--- config.mk ---
export PLATFORM = sky130hd
export DESIGN_NAME = mem_wb_skid_reg_flat
export DESIGN_NICKNAME = d
export VERILOG_FILES = /design/src/rtl/mem_wb_skid_reg_if.sv /design/src/rtl/mem_wb_skid_reg.sv /design/src/flat_wrapper.sv
export SDC_FILE = /design/constraint.sdc
export NUM_CORES = 1
export LEC_CHECK = 0
export BUFFER_PORTS_ARGS = -buffer_cell sky130_fd_sc_hd__buf_2
export CAP_MARGIN = 20
export CORE_ASPECT_RATIO = 0.75
export CORE_UTILIZATION = 45
export DETAILED_ROUTE_END_ITERATION = 16
export GPL_TIMING_DRIVEN = 0
export PLACE_DENSITY = 0.77
export SYNTH_ARGS = -nofsm -noshare
export SYNTH_HDL_FRONTEND = slang
export SYNTH_SLANG_ARGS = --single-unit
--- constraint.sdc ---
create_clock -name CLK -period 1.6 [get_ports CLK]
set_input_delay 0.4 -clock CLK [delete_from_list [all_inputs] [get_ports CLK]]
set_output_delay 0.4 -clock CLK [all_outputs]
set_load 0.02 [all_outputs]
--- src/rtl/mem_wb_skid_reg_if.sv ---
// MEM/WB boundary bus: MEM-side entry handshake and WB-side write-back handshake.
// Both handshakes are strict valid/ready: a transfer happens on a rising CLK edge
// where valid && ready; a payload is only meaningful while its valid is high.
interface mem_wb_skid_reg_if #(
  parameter int DATA_W = 32,
  parameter int RD_W   = 5
);
  logic              in_valid;
  logic              in_ready;
  logic              in_regwre;
  logic              in_mem_to_reg;
  logic [RD_W-1:0]   in_rd;
  logic [DATA_W-1:0] in_alu_data;
  logic [DATA_W-1:0] in_mem_data;

  logic              out_valid;
  logic              out_ready;
  logic              out_regwre;
  logic [RD_W-1:0]   out_rd;
  logic [DATA_W-1:0] out_data;

  // Pipeline environment: produces MEM entries and consumes WB entries.
  modport master (
    output in_valid, in_regwre, in_mem_to_reg, in_rd, in_alu_data, in_mem_data,
    input  in_ready,
    input  out_valid, out_regwre, out_rd, out_data,
    output out_ready
  );

  // Boundary register itself.
  modport slave (
    input  in_valid, in_regwre, in_mem_to_reg, in_rd, in_alu_data, in_mem_data,
    output in_ready,
    output out_valid, out_regwre, out_rd, out_data,
    input  out_ready
  );
endinterface

--- src/rtl/mem_wb_skid_reg.sv ---
// MEM/WB pipeline register with a 2-entry skid buffer, write-back data select,
// flush, r0 write suppression, forwarding taps and a saturating stall counter.
module mem_wb_skid_reg #(
  parameter int DATA_W        = 32,
  parameter int RD_W          = 5,
  parameter bit ZERO_SUPPRESS = 1'b1,
  parameter int CNT_W         = 16
) (
  input  logic              CLK,
  input  logic              RST,
  input  logic              flush,
  mem_wb_skid_reg_if.slave  bus,
  output logic              fwd_valid,
  output logic [RD_W-1:0]   fwd_rd,
  output logic [DATA_W-1:0] fwd_data,
  output logic [CNT_W-1:0]  stall_cnt,
  output logic [1:0]        dbg_state
);

  typedef enum logic [1:0] {
    EMPTY = 2'd0,
    ONE   = 2'd1,
    TWO   = 2'd2
  } state_t;

  state_t            state_q, state_d;
  logic              main_regwre, skid_regwre;
  logic [RD_W-1:0]   main_rd, skid_rd;
  logic [DATA_W-1:0] main_data, skid_data;

  logic              in_fire, out_fire;
  logic              load_main_in, load_skid, main_from_skid;
  logic              cap_regwre;
  logic [DATA_W-1:0] cap_data;

  // in_ready decodes the occupancy register only, so out_ready never reaches it.
  assign bus.in_ready  = (state_q != TWO);
  assign bus.out_valid = (state_q != EMPTY);
  assign in_fire       = bus.in_valid && bus.in_ready;
  assign out_fire      = bus.out_valid && bus.out_ready;

  assign cap_data   = bus.in_mem_to_reg ? bus.in_mem_data : bus.in_alu_data;
  assign cap_regwre = bus.in_regwre && !(ZERO_SUPPRESS && (bus.in_rd == '0));

  always_comb begin
    state_d        = state_q;
    load_main_in   = 1'b0;
    load_skid      = 1'b0;
    main_from_skid = 1'b0;
    case (state_q)
      EMPTY: begin
        if (in_fire) begin
          state_d      = ONE;
          load_main_in = 1'b1;
        end
      end
      ONE: begin
        case ({in_fire, out_fire})
          2'b11: load_main_in = 1'b1;
          2'b10: begin
            state_d   = TWO;
            load_skid = 1'b1;
          end
          2'b01:   state_d = EMPTY;
          default: state_d = ONE;
        endcase
      end
      TWO: begin
        if (out_fire) begin
          state_d        = ONE;
          main_from_skid = 1'b1;
        end
      end
      default: state_d = EMPTY;
    endcase
    // Flush wins over everything; payloads may stay stale behind out_valid=0.
    if (flush) begin
      state_d        = EMPTY;
      load_main_in   = 1'b0;
      load_skid      = 1'b0;
      main_from_skid = 1'b0;
    end
  end

  always_ff @(posedge CLK or negedge RST) begin
    if (!RST) begin
      state_q <= EMPTY;
    end else begin
      state_q <= state_d;
    end
  end

  always_ff @(posedge CLK or negedge RST) begin
    if (!RST) begin
      main_regwre <= 1'b0;
      main_rd     <= '0;
      main_data   <= '0;
      skid_regwre <= 1'b0;
      skid_rd     <= '0;
      skid_data   <= '0;
    end else begin
      if (load_main_in) begin
        main_regwre <= cap_regwre;
        main_rd     <= bus.in_rd;
        main_data   <= cap_data;
      end else if (main_from_skid) begin
        main_regwre <= skid_regwre;
        main_rd     <= skid_rd;
        main_data   <= skid_data;
      end
      if (load_skid) begin
        skid_regwre <= cap_regwre;
        skid_rd     <= bus.in_rd;
        skid_data   <= cap_data;
      end
    end
  end

  always_ff @(posedge CLK or negedge RST) begin
    if (!RST) begin
      stall_cnt <= '0;
    end else if (bus.out_valid && !bus.out_ready && (stall_cnt != '1)) begin
      stall_cnt <= stall_cnt + 1'b1;
    end
  end

  assign bus.out_regwre = main_regwre;
  assign bus.out_rd     = main_rd;
  assign bus.out_data   = main_data;
  assign fwd_valid      = bus.out_valid && main_regwre;
  assign fwd_rd         = main_rd;
  assign fwd_data       = main_data;
  assign dbg_state      = state_q;

endmodule

--- src/flat_wrapper.sv ---
// flat-port wrapper written by rule: the top's interface ports become plain ports
module mem_wb_skid_reg_flat 
#(
  parameter int DATA_W        = 32,
  parameter int RD_W          = 5,
  parameter bit ZERO_SUPPRESS = 1'b1,
  parameter int CNT_W         = 16
)
  (CLK, RST, flush, fwd_valid, fwd_rd, fwd_data, stall_cnt, dbg_state, bus_in_valid, bus_in_regwre, bus_in_mem_to_reg, bus_in_rd, bus_in_alu_data, bus_in_mem_data, bus_in_ready, bus_out_valid, bus_out_regwre, bus_out_rd, bus_out_data, bus_out_ready);
  mem_wb_skid_reg_if #(.DATA_W(DATA_W), .RD_W(RD_W)) bus_i ();
  input  logic CLK;
  input  logic RST;
  input  logic flush;
  output logic fwd_valid;
  output logic [RD_W-1:0] fwd_rd;
  output logic [DATA_W-1:0] fwd_data;
  output logic [CNT_W-1:0] stall_cnt;
  output logic [1:0] dbg_state;
  input wire logic [$bits(bus_i.in_valid)-1:0] bus_in_valid;
  input wire logic [$bits(bus_i.in_regwre)-1:0] bus_in_regwre;
  input wire logic [$bits(bus_i.in_mem_to_reg)-1:0] bus_in_mem_to_reg;
  input wire logic [$bits(bus_i.in_rd)-1:0] bus_in_rd;
  input wire logic [$bits(bus_i.in_alu_data)-1:0] bus_in_alu_data;
  input wire logic [$bits(bus_i.in_mem_data)-1:0] bus_in_mem_data;
  output wire logic [$bits(bus_i.in_ready)-1:0] bus_in_ready;
  output wire logic [$bits(bus_i.out_valid)-1:0] bus_out_valid;
  output wire logic [$bits(bus_i.out_regwre)-1:0] bus_out_regwre;
  output wire logic [$bits(bus_i.out_rd)-1:0] bus_out_rd;
  output wire logic [$bits(bus_i.out_data)-1:0] bus_out_data;
  input wire logic [$bits(bus_i.out_ready)-1:0] bus_out_ready;
  assign bus_i.in_valid = bus_in_valid;
  assign bus_i.in_regwre = bus_in_regwre;
  assign bus_i.in_mem_to_reg = bus_in_mem_to_reg;
  assign bus_i.in_rd = bus_in_rd;
  assign bus_i.in_alu_data = bus_in_alu_data;
  assign bus_i.in_mem_data = bus_in_mem_data;
  assign bus_in_ready = bus_i.in_ready;
  assign bus_out_valid = bus_i.out_valid;
  assign bus_out_regwre = bus_i.out_regwre;
  assign bus_out_rd = bus_i.out_rd;
  assign bus_out_data = bus_i.out_data;
  assign bus_i.out_ready = bus_out_ready;
  mem_wb_skid_reg #(.DATA_W(DATA_W), .RD_W(RD_W), .ZERO_SUPPRESS(ZERO_SUPPRESS), .CNT_W(CNT_W)) u_core (.CLK(CLK), .RST(RST), .flush(flush), .bus(bus_i), .fwd_valid(fwd_valid), .fwd_rd(fwd_rd), .fwd_data(fwd_data), .stall_cnt(stall_cnt), .dbg_state(dbg_state));
endmodule
==> impl_metrics.json <==
{
  "drc_errors": 0,
  "synth_area_mm2": 0.00471,
  "synth_flop_cell": "dfrtp_1",
  "antennaDiodeCount": 0,
  "worstPathRequired_ns": 1.20,
  "reg2reg_to": "u_core.skid_rd[3]",
  "r2r_cells": 5,
  "gp_congestion": 0.819,
  "yosysTopAreaCellShare_pct": 49.9,
  "syn_nets": 485,
  "layout_min_cycle_time_ns": 1.71,
  "clkSinkCount": 94,
  "yosysTopAreaCell": "dfrtp_1",
  "relSlewSlack_pct": 48.4,
  "htreeDepth": 3,
  "hpwlAfterDp_um": 8000,
  "power_density_mw_per_mm2": 1240,
  "track_usage_pct": 21.2,
  "multi_input_area_mm2": 0.00211,
  "ys_seq_elements": 94,
  "coreArea_mm2": 0.00993,
  "grt_overflow": 0,
  "clock_skew_ns": 0.00727,
  "final_area_mm2": 0.00651,
  "wirelength_um": 11700,
  "synth.avg_cell_area_um2": 11.5,
  "most-common-layout-cells": "buf_2 (168), mux2i_1 (102), dfrtp_1 (82)",
  "drt-pass1-iter-count": 4,
  "layout_setup_ws_ns": -0.110,
  "ff2ff_setup_slack_ns": -0.11,
  "regArea_mm2": 0.00237,
  "area_growth_pct": 38.1,
  "violations": "negative setup slack",
  "fill_cells": 793,
  "cts-root-buf": "clkbuf_16",
  "finalSetupViolations": 20,
  "drv_slew": 0,
  "grt_max_degree": 50,
  "clk_latency_ns": 0.34,
  "finalHoldViolCount": 0,
  "yosys_warnings": 0,
  "synth_edf_count": 0,
  "die_w_um": 120,
  "die_area_mm2": 0.0109,
  "yosysSeqAreaShare_pct": 49.9,
  "initial_core_util_pct": 47.5,
  "ir_drop_v": 0.000555,
  "mostFrequentLayoutCell": "buf_2",
  "die_h_um": 90.6,
  "drive_gt1_share_pct": 49.3,
  "synth.area.top_cells": "dfrtp_1 (50%), mux2i_1 (22%), buf_4 (6.1%)",
  "ant_nets": 0,
  "finalCritPeriodShare_pct": 107,
  "hold-worst-slack_ns": 0.0687,
  "antenna_found_initial": 0,
  "rows": 31,
  "wl_per_cell_um": 15.6,
  "status": "finished, violations left",
  "async_flop_share_pct": 100,
  "path_class": "flop to primary output",
  "hold_class": "input port to async pin",
  "vias": 3765,
  "cp-end-kind": "primary output",
  "place_ws_ns": -0.366,
  "grt_pass1_vias": 3636,
  "grt_pass1_wl_um": 18000,
  "design_power_total_mw": 8.08,
  "viasPerCell": 5.04,
  "timing.setup.tns_ns": -0.743,
  "clockBufferDepth": 2,
  "synth_cell_types": 46,
  "numCtsBuffers": 9,
  "synthCells": 408,
  "worst_ep_arrival_time_ns": 1.31,
  "path_clk_slew_ns": 0.07,
  "r2r-start": "u_core.dbg_state[1]",
  "drt_iter0_markers": 147,
  "leakagePower_nw": 3.38,
  "max_freq_ghz": 0.585,
  "final_nets": 687,
  "start_kind": "flop",
  "rsz0062_at_grt": "yes",
  "io_buffers": 170,
  "critPathMaxFanout": 3,
  "placed_area_mm2": 0.00580,
  "maxCapViolCount": 0,
  "num_io_pins": 172,
  "tightest_slew_ns": 0.774,
  "cts_tree": "done"
}
==> worst max-delay path, stage by stage (launching register included) <==
cell     delay [ns]
dfrtp_2        0.43
or2_4          0.27
and2_4         0.16
buf_6          0.12
==> power breakdown <==
part	internal (mW)	total (mW)	switching, mW
clock	1.23	2.18	0.943
combinational	1.16	2.54	1.38
sequential	2.92	3.37	0.445
==> layout make-up <==
| type | count | share of cell area [%] |
|---|---|---|
| buffer | 56 | 6.71 |
| clock buffer | 9 | 3.46 |
| clock inverter | 7 | 1.23 |
| inverter | 2 | 0.115 |
| multi-input combinational | 254 | 32.4 |
| sequential | 94 | 36.4 |
| tap | 132 | 2.54 |
| timing repair buffer | 193 | 17.1 |
==> worst max-delay path by stage <==
stage | cells past startpoint | endpoint | slack (ns) | start
final | 3 | fwd_valid | -0.11 | u_core.dbg_state[1]
after global placement | 1 | u_core.stall_cnt[15] | -0.86 | RST
after floorplan | 3 | u_core.stall_cnt[1] | -0.13 | u_core.stall_cnt[12]
after detailed placement | 6 | u_core.bus.out_data[16] | -0.37 | bus_out_ready
after CTS | 3 | fwd_valid | -0.10 | u_core.dbg_state[1]
after global routing | 5 | u_core.skid_rd[3] | -0.16 | u_core.dbg_state[1]
==> what timing repair did <==
action,in CTS,in global routing
pin swaps,4,10
hold buffers,0,0
setup buffers,12,8
endpoints found under the setup margin,87,92
resized for setup,30,29
cloned,1,1
endpoints found under the hold margin,0,0
==> registers in the layout, summed over array words and instances (netlist names) <==
| register | flops |
|---|---|
| u_core.bus.out_data | 32 |
| u_core.skid_data | 32 |
| u_core.stall_cnt | 16 |
| u_core.bus.out_rd | 5 |
| u_core.skid_rd | 5 |
| u_core.dbg_state | 2 |
| u_core.bus.out_regwre | 1 |
| u_core.skid_regwre | 1 |
==> cells in the mapped netlist (2+ instances only) <==
library cell	number
buf_2	6
nor3_1	4
or2_2	2
buf_1	2
nand3_1	5
nand2_1	37
o21ai_0	34
nand2b_1	3
buf_6	3
xor2_1	8
xnor2_1	3
mux2_4	5
mux2i_1	103
inv_1	2
nor2_1	10
o21a_1	3
clkbuf_1	9
buf_4	38
nand4_1	2
a21oi_1	8
dfrtp_1	94
nor4_1	3
==> cells by family after synthesis <==
| family | synth area share (%) |
|---|---|
| multiplexers | 23.7 |
| flip-flops | 49.9 |
| AND/OR/NAND/NOR | 8.71 |
| buffers and inverters | 8.44 |
| AO/OA/AOI/OAI | 6.90 |
| XOR/XNOR | 2.04 |
| adder cells (fa/ha/maj) | 0.265 |
==> per-layer routing <==
| metal | part of all wire [%] | routed length (um) | vias to the layer above | track usage (%) |
|---|---|---|---|---|
| met3 | 4.6 | 541 | 9 | 4.99 |
| met5 | 0 | 0 | - | 0 |
| met1 | 44 | 5190 | 1839 | 27.0 |
| li1 | - | - | 1800 | - |
| met2 | 50 | 5850 | 117 | 36.0 |
| met4 | 0.73 | 85 | 0 | 5.52 |
==> through the flow <==
| stage | cells | util (%) |
|---|---|---|
| floorplan | 408 | - |
| global placement | 710 | 58.1 |
| detailed placement | 711 | 58.4 |
| CTS | 739 | 63.6 |
| global route | 747 | 65.5 |
| finish | 747 | 65.5 |
(Power assumes the default switching activity.)
